`src/rtl/instr_encoder.sv`:
```
// instr_encoder: packs ARM-subset requests into 32-bit words and streams them to imem (INSTR_ENC_CHECK_EN enables illegal-request checking)
module instr_encoder #(
    parameter int                 ADDR_W   = 8,
    parameter logic [ADDR_W-1:0]  BASE_RST = '0
) (
    input  logic              clk,
    input  logic              reset,
    input  logic              start,
    input  logic [ADDR_W-1:0] start_addr,
    input  logic              in_valid,
    output logic              in_ready,
    input  logic [2:0]        in_class,
    input  logic [3:0]        in_cond,
    input  logic [2:0]        in_op,
    input  logic              in_s,
    input  logic [3:0]        in_rd,
    input  logic [3:0]        in_rn,
    input  logic [3:0]        in_rm,
    input  logic [3:0]        in_ra,
    input  logic [23:0]       in_imm,
    output logic              mem_we,
    input  logic              mem_ready,
    output logic [ADDR_W-1:0] mem_addr,
    output logic [31:0]       mem_wdata,
    output logic [ADDR_W:0]   word_cnt,
    output logic              err
);
    typedef enum logic {IDLE, BUSY} state_t;
    state_t            state, state_nx;
    logic [ADDR_W-1:0] ptr;
    logic [31:0]       word, enc;
    logic [ADDR_W:0]   cnt;
    logic [3:0]        dp_cmd;
    logic [2:0]        mul_f;
    logic              accept, hs, load;
    assign mem_we    = state == BUSY;
    assign in_ready  = !start && (!mem_we || mem_ready);
    assign accept    = in_valid && in_ready;
    assign hs        = mem_we && mem_ready;
    assign mem_addr  = ptr;
    assign mem_wdata = word;
    assign word_cnt  = cnt;
`ifdef INSTR_ENC_CHECK_EN
    logic bad, err_q;
    assign bad  = in_class[2] && in_class[1]
               || (in_class == 3'd0 || in_class == 3'd1) && in_op > 3'd3
               || in_class == 3'd2 && in_op > 3'd2
               || in_class == 3'd1 && in_imm[23:8] != '0
               || (in_class == 3'd3 || in_class == 3'd4) && in_imm[23:12] != '0;
    assign load = accept && !bad;
    assign err  = err_q;
`else
    assign load = accept;
    assign err  = 1'b0;
`endif
    always_comb begin
        dp_cmd = in_op[1:0] == 2'd0 ? 4'b0100 :
                 in_op[1:0] == 2'd1 ? 4'b0010 :
                 in_op[1:0] == 2'd2 ? 4'b0000 : 4'b1100;
        mul_f  = {|in_op, in_op[1], 1'b0};
        enc    = in_class == 3'd0 ? {in_cond, 3'b000, dp_cmd, in_s, in_rn, in_rd, 8'h00, in_rm} :
                 in_class == 3'd1 ? {in_cond, 3'b001, dp_cmd, in_s, in_rn, in_rd, 4'h0, in_imm[7:0]} :
                 in_class == 3'd2 ? {in_cond, 4'b0000, mul_f, in_s, in_rd, in_ra, in_rm, 4'b1001, in_rn} :
                 in_class == 3'd3 ? {in_cond, 7'b0101100, 1'b1, in_rn, in_rd, in_imm[11:0]} :
                 in_class == 3'd4 ? {in_cond, 7'b0101100, 1'b0, in_rn, in_rd, in_imm[11:0]} :
                 in_class == 3'd5 ? {in_cond, 4'b1010, in_imm} : 32'h0;
    end
    always_comb begin
        state_nx = load ? BUSY : hs ? IDLE : state;
    end
    always_ff @(posedge clk) begin
        if (reset || start)
            state <= IDLE;
        else
            state <= state_nx;
    end
    always_ff @(posedge clk) begin
        if (reset) begin
            ptr  <= BASE_RST;
            word <= '0;
            cnt  <= '0;
`ifdef INSTR_ENC_CHECK_EN
            err_q <= 1'b0;
`endif
        end else if (start) begin
            ptr <= start_addr;
            cnt <= '0;
`ifdef INSTR_ENC_CHECK_EN
            err_q <= 1'b0;
`endif
        end else begin
            if (hs) begin
                ptr <= ptr + 1'b1;
                cnt <= &cnt ? cnt : cnt + 1'b1;
            end
            if (load)
                word <= enc;
`ifdef INSTR_ENC_CHECK_EN
            if (accept && bad)
                err_q <= 1'b1;
`endif
        end
    end
endmodule

```
`config.mk`:
```
export PLATFORM = sky130hd
export DESIGN_NAME = instr_encoder
export DESIGN_NICKNAME = d
export VERILOG_FILES = /design/src/rtl/instr_encoder.sv
export SDC_FILE = /design/constraint.sdc
export NUM_CORES = 1
export LEC_CHECK = 0
export ABC_AREA = 1
export CORE_MARGIN = 3
export CORE_UTILIZATION = 43
export CTS_CLUSTER_DIAMETER = 150
export CTS_CLUSTER_SIZE = 14
export DETAILED_ROUTE_END_ITERATION = 12
export GPL_TIMING_DRIVEN = 0
export PLACE_DENSITY = 0.78
export SKIP_CTS_REPAIR_TIMING = 1
export SLEW_MARGIN = 20
export SYNTH_ARGS = -nofsm -noshare
export SYNTH_HDL_FRONTEND = slang
export SYNTH_SLANG_ARGS = --single-unit
```
`constraint.sdc`:
```
create_clock -name clk -period 2.15 [get_ports clk]
set_input_delay 0.645 -clock clk [delete_from_list [all_inputs] [get_ports clk]]
set_output_delay 0.645 -clock clk [all_outputs]
set_load 0.01 [all_outputs]
```
* After elaboration in Yosys (flattened, before gate mapping)
Index checks and enable logic that the tools add are counted.
** Word-level totals
- Output and inout port bits :: 52
- Word-level logic and storage cells :: 44
- Register bits after elaboration :: 50
** Cells by class
- Reduce and logical (&&, ||, !) cells :: 16
- Equal/unequal tests :: 7
- $add $sub $neg :: 2
- Mux-type cells :: 13
- Bitwise operators :: 2
** Operator list (count)
- 32-bit 2-to-1 mux :: 6
- 8-bit 2-to-1 mux :: 2
- 4-bit 2-to-1 mux :: 3
- 9-bit by 1-bit adder with 9-bit output (second input constant) :: 1
- 9-bit AND reduction :: 1
- 8-bit by 1-bit adder with 8-bit output (second input constant) :: 1
- 3-bit by 2-bit equality test with 1-bit output (second input constant) :: 2
- 3-bit equality test (second input constant) :: 2
- 2-bit AND reduction :: 2
- 2-bit nonzero test :: 2
- 3-bit by 1-bit equality test with 1-bit output (second input constant) :: 1
- 1-bit logical AND :: 3
- 3-bit logical NOT :: 1
- 3-bit OR reduction :: 1
- 2-bit by 1-bit equality test with 1-bit output (second input constant) :: 1
- 2-bit equality test (second input constant) :: 1
- 1-bit logical NOT :: 2
- 2-bit logical NOT :: 1
- 1-bit logical OR :: 2
- 1-bit 2-to-1 mux :: 2
- 1-bit inverter :: 2
- 2-bit OR reduction :: 1

* Longest topological paths before layout
- Depth after elaboration :: 7
- Gate-level depth with buffers :: 13
- Depth with buffers taken out :: 13

* Worst setup path after synthesis
OpenSTA, ideal clock, no wires.
- Kind :: input-to-output
- Start :: in start
- End :: out in_ready
- Arrival :: 1.055 ns
- Cell stages on the path :: 4
- Setup slack :: 0.450 ns
- Path buffers :: 1
- Data required time :: 1.505 ns
- Cells stage by stage :: buf_6 inv_2 nand2_2 inv_1
** On the way
- Longest elaborated chain between the ends :: 2
** RTL lines
- start, declared :: RTL line 8 : input logic start,
- 1-bit logical NOT :: RTL line 37 : assign in_ready = !start && (!mem_we || mem_ready);
- 1-bit logical AND :: RTL line 37
- end, declared :: RTL line 11 : output logic in_ready,
Every way passes these cells.

* Worst setup path in the final report
- Start :: reg ptr[5], in the netlist mem_addr[5]
- End :: out mem_addr[5]
** RTL lines
- start, declared :: RTL line 30 : logic [ADDR_W-1:0] ptr;
- start signal, assigned :: RTL line 86 : ptr <= start_addr;
- start signal, assigned :: RTL line 93 : ptr <= ptr + 1'b1;
- end, declared :: RTL line 23 : output logic [ADDR_W-1:0] mem_addr,
No word-level cell between the ends.

==> metrics.txt <==
status completed; Synth Area in Adders 2.76%; Least-Margin Pin Slew 547 ps; max-cap check violation count 0; Worst-path clk slew 100 ps; Core Region 6030 um^2; post-synthesis simple-gate area fraction 33.3%; CP max stage delay 570 ps; antenna violations before repair 0; worst endpoint data arrival time 1300 ps; DRT Wirelength 8.24 mm; Compound-Gate Fraction of Synth Area 15.9%; crit-path cells clkdlybuf4s50_1; Synthesis Warnings 0; switching part of the total 28.6%; vias in the first global route 2,941; XOR/XNOR Fraction of Synth Area 0.643%; fin crit share 90.3%; H-tree levels 2; HPWL after DPL 6.48 mm; setup TNS 0 ps; Pwr Density 505 nW/um^2; IO Port Bufs 112; sequential power share 48.8%; clock sink total 50; final worst path period need 1940 ps; Die Height 85.6 um; first-pass GRT wire length 13.7 mm; Final Setup Violations 0; final hold viol count 0; final design utilization 67.2%; DRC Markers 0; Area contributors post-synth dfxtp_1 (37%), nand2_1 (15%), a21oi_1 (7.0%); GP Congestion 0.866; Seq/Total Area, Yosys 36.8%; Die W 85.6 um; Mapped Area 2720 um^2; Rel. slew slack 63.3%; critical path class flip-flop to output port; drt wl/cell 13.5 um; I/O pins 116; combinational share of power 23.5%; fillers 551; Hold Crit Class flip-flop to flip-flop; clk_lat worst skew 300 ps; CTS tree yes; routed vias/inst 5.06; met2 WL 3.81 mm; Crit. Startpoint mem_addr[5]; Slew Viols, Final 0; total number of vias 3,081; Yosys top cell area share 36.8%; Worst R2R Start word_cnt[1]; min-delay src mem_wdata[7]; crit start category flip-flop; Worst Skew 10.7 ps; CP required 1500 ps; row cnt 28; CTS max path bufs 2; met3 wire len 649 um; drt pass-1 iters 5; CP endpoint kind output port; VDD IR max 0.000329 V; Yosys cell types 27; largest family of logic cells by synthesized area simple AND/OR/NAND/NOR gates; Post-Syn Nets 483; Leak 1.67 nW; CTS buffer count 5; area leader, netlist dfxtp_1; largest net degree at the start of global routing 17; Int Pwr 1.46 mW; RSZ-0062 raised after global routing false; total track usage 22.8%; Clock power frac 27.7%; Clock Root Buffer clkbuf_8; WP buf/inv 1; highest clock rate 0.515 GHz; Crit path max-delay family buffers and inverters; initial DRC count 114; GRT overflow 0; Mean Syn Cell Area 6.59 um^2; Detail Route Antenna Nets 0; uppermost layer routed met4; diode count 0; multiplexer share of the synthesized area 0%; metal1 wirelength 3.69 mm; sw power 586 uW; Cells after Synth 413; proportion of layout cells with a drive suffix above 1 7.30%; Initial Util 45.2%; area growth from synthesis to layout 48.7%; Crit Path Max Fanout 6; CP max-delay cell clkdlybuf4s50_1; flops & latches, synth 50; Die ar. 7320 um^2; final layout net count 603
[layout make-up]
cell class | instances | area, um^2 | share of cell area [%]
multi-input combinational | 302 | 1440 | 35.6
timing repair buffer | 113 | 1130 | 28.0
sequential | 50 | 1000 | 24.7
inverter | 43 | 164 | 4.05
buffer | 18 | 125 | 3.09
tap | 75 | 93.8 | 2.32
clock buffer | 6 | 72.6 | 1.79
clock inverter | 2 | 17.5 | 0.433
[sequential cells by signal (all words and copies together) (netlist names)]
name       count
mem_we         1
word_cnt       9
mem_wdata     32
mem_addr       8
[synthesized netlist by cell type]
library cell,count
nand2_1,112
dfxtp_1,50
nor2_1,46
inv_1,40
a21oi_1,38
o21ai_0,37
nand3_1,28
nand4_1,13
buf_4,6
ha_1,6
buf_2,4
buf_6,4
clkbuf_1,4
nor2_4,4
inv_2,3
nand2_2,3
a31oi_1,2
nor2_2,2
o211ai_1,2
xor2_1,2
a221oi_1,1
a22oi_1,1
conb_1,1
nor3_2,1
o21ai_1,1
o21bai_1,1
or2_2,1
[per-layer routing]
layer	vias to the layer above	global-route usage, %
met3	13	5.28
met1	1380	31.3
met5	-	0
met2	109	36.6
met4	0	4.89
li1	1579	-
[cells in the final DEF (no fill, tap or decap), drive strengths merged]
| cell type | instances |
|---|---|
| inv | 44 |
| nand4 | 13 |
| conb | 1 |
| xor2 | 2 |
| o211ai | 2 |
| a21oi | 38 |
| nor2 | 52 |
| dfxtp | 50 |
| clkinv | 1 |
| nor3 | 1 |
| ha | 6 |
| buf | 16 |
| clkdlybuf4s50 | 110 |
| clkbuf | 10 |
| nand3 | 28 |
| a221oi | 1 |
| a31oi | 2 |
| a22oi | 1 |
| o21ai | 38 |
| o21bai | 1 |
| nand2 | 115 |
| or2 | 1 |
| dlymetal6s2s | 1 |
[power by group through the flow]
stage               registers, mW  clock network, mW  logic (mW)
finish                      0.997              0.567       0.482
global route                 1.00              0.611       0.530
CTS                         0.997              0.577       0.480
detailed placement           1.02                  0       0.478
global placement             1.02                  0       0.471
floorplan                    1.03                  0       0.193
[worst paths after layout]
check                                    end  slack (ps)  cells after the start
worst min register to register  mem_wdata[7]         470                      2
worst max-delay path             mem_addr[5]         210                      1
worst min-delay path            mem_wdata[7]         470                      2
worst max register to register   word_cnt[7]         270                     12
[tightest hold or removal path: cells and delay by family (launching register included)]
kind	cells	cell delay [ps]
AOI/OAI and AO/OA	1	50
DFF	1	320
and+or+nand+nor	1	60
[stage by stage]
step	power [mW]	area [um^2]	hold slack [ps]	setup slack, ps	cells
2_1_floorplan	1.23	2720	483	450	413
3_3_place_gp	1.49	3940	450	-495	600
3_5_place_dp	1.50	3940	454	-511	600
4_1_cts	2.05	4030	469	-515	608
5_1_grt	2.14	4050	485	51.1	609
6_report	2.05	4050	467	208	609
[cell families after synthesis]
logic type	after synthesis
buffers and inverters	61
DFF	50
AOI/OAI and AO/OA	83
and+or+nand+nor	210
xor gates and xnor gates	2
other	1
adders and majority gates	6
(Power assumes the default switching activity.)
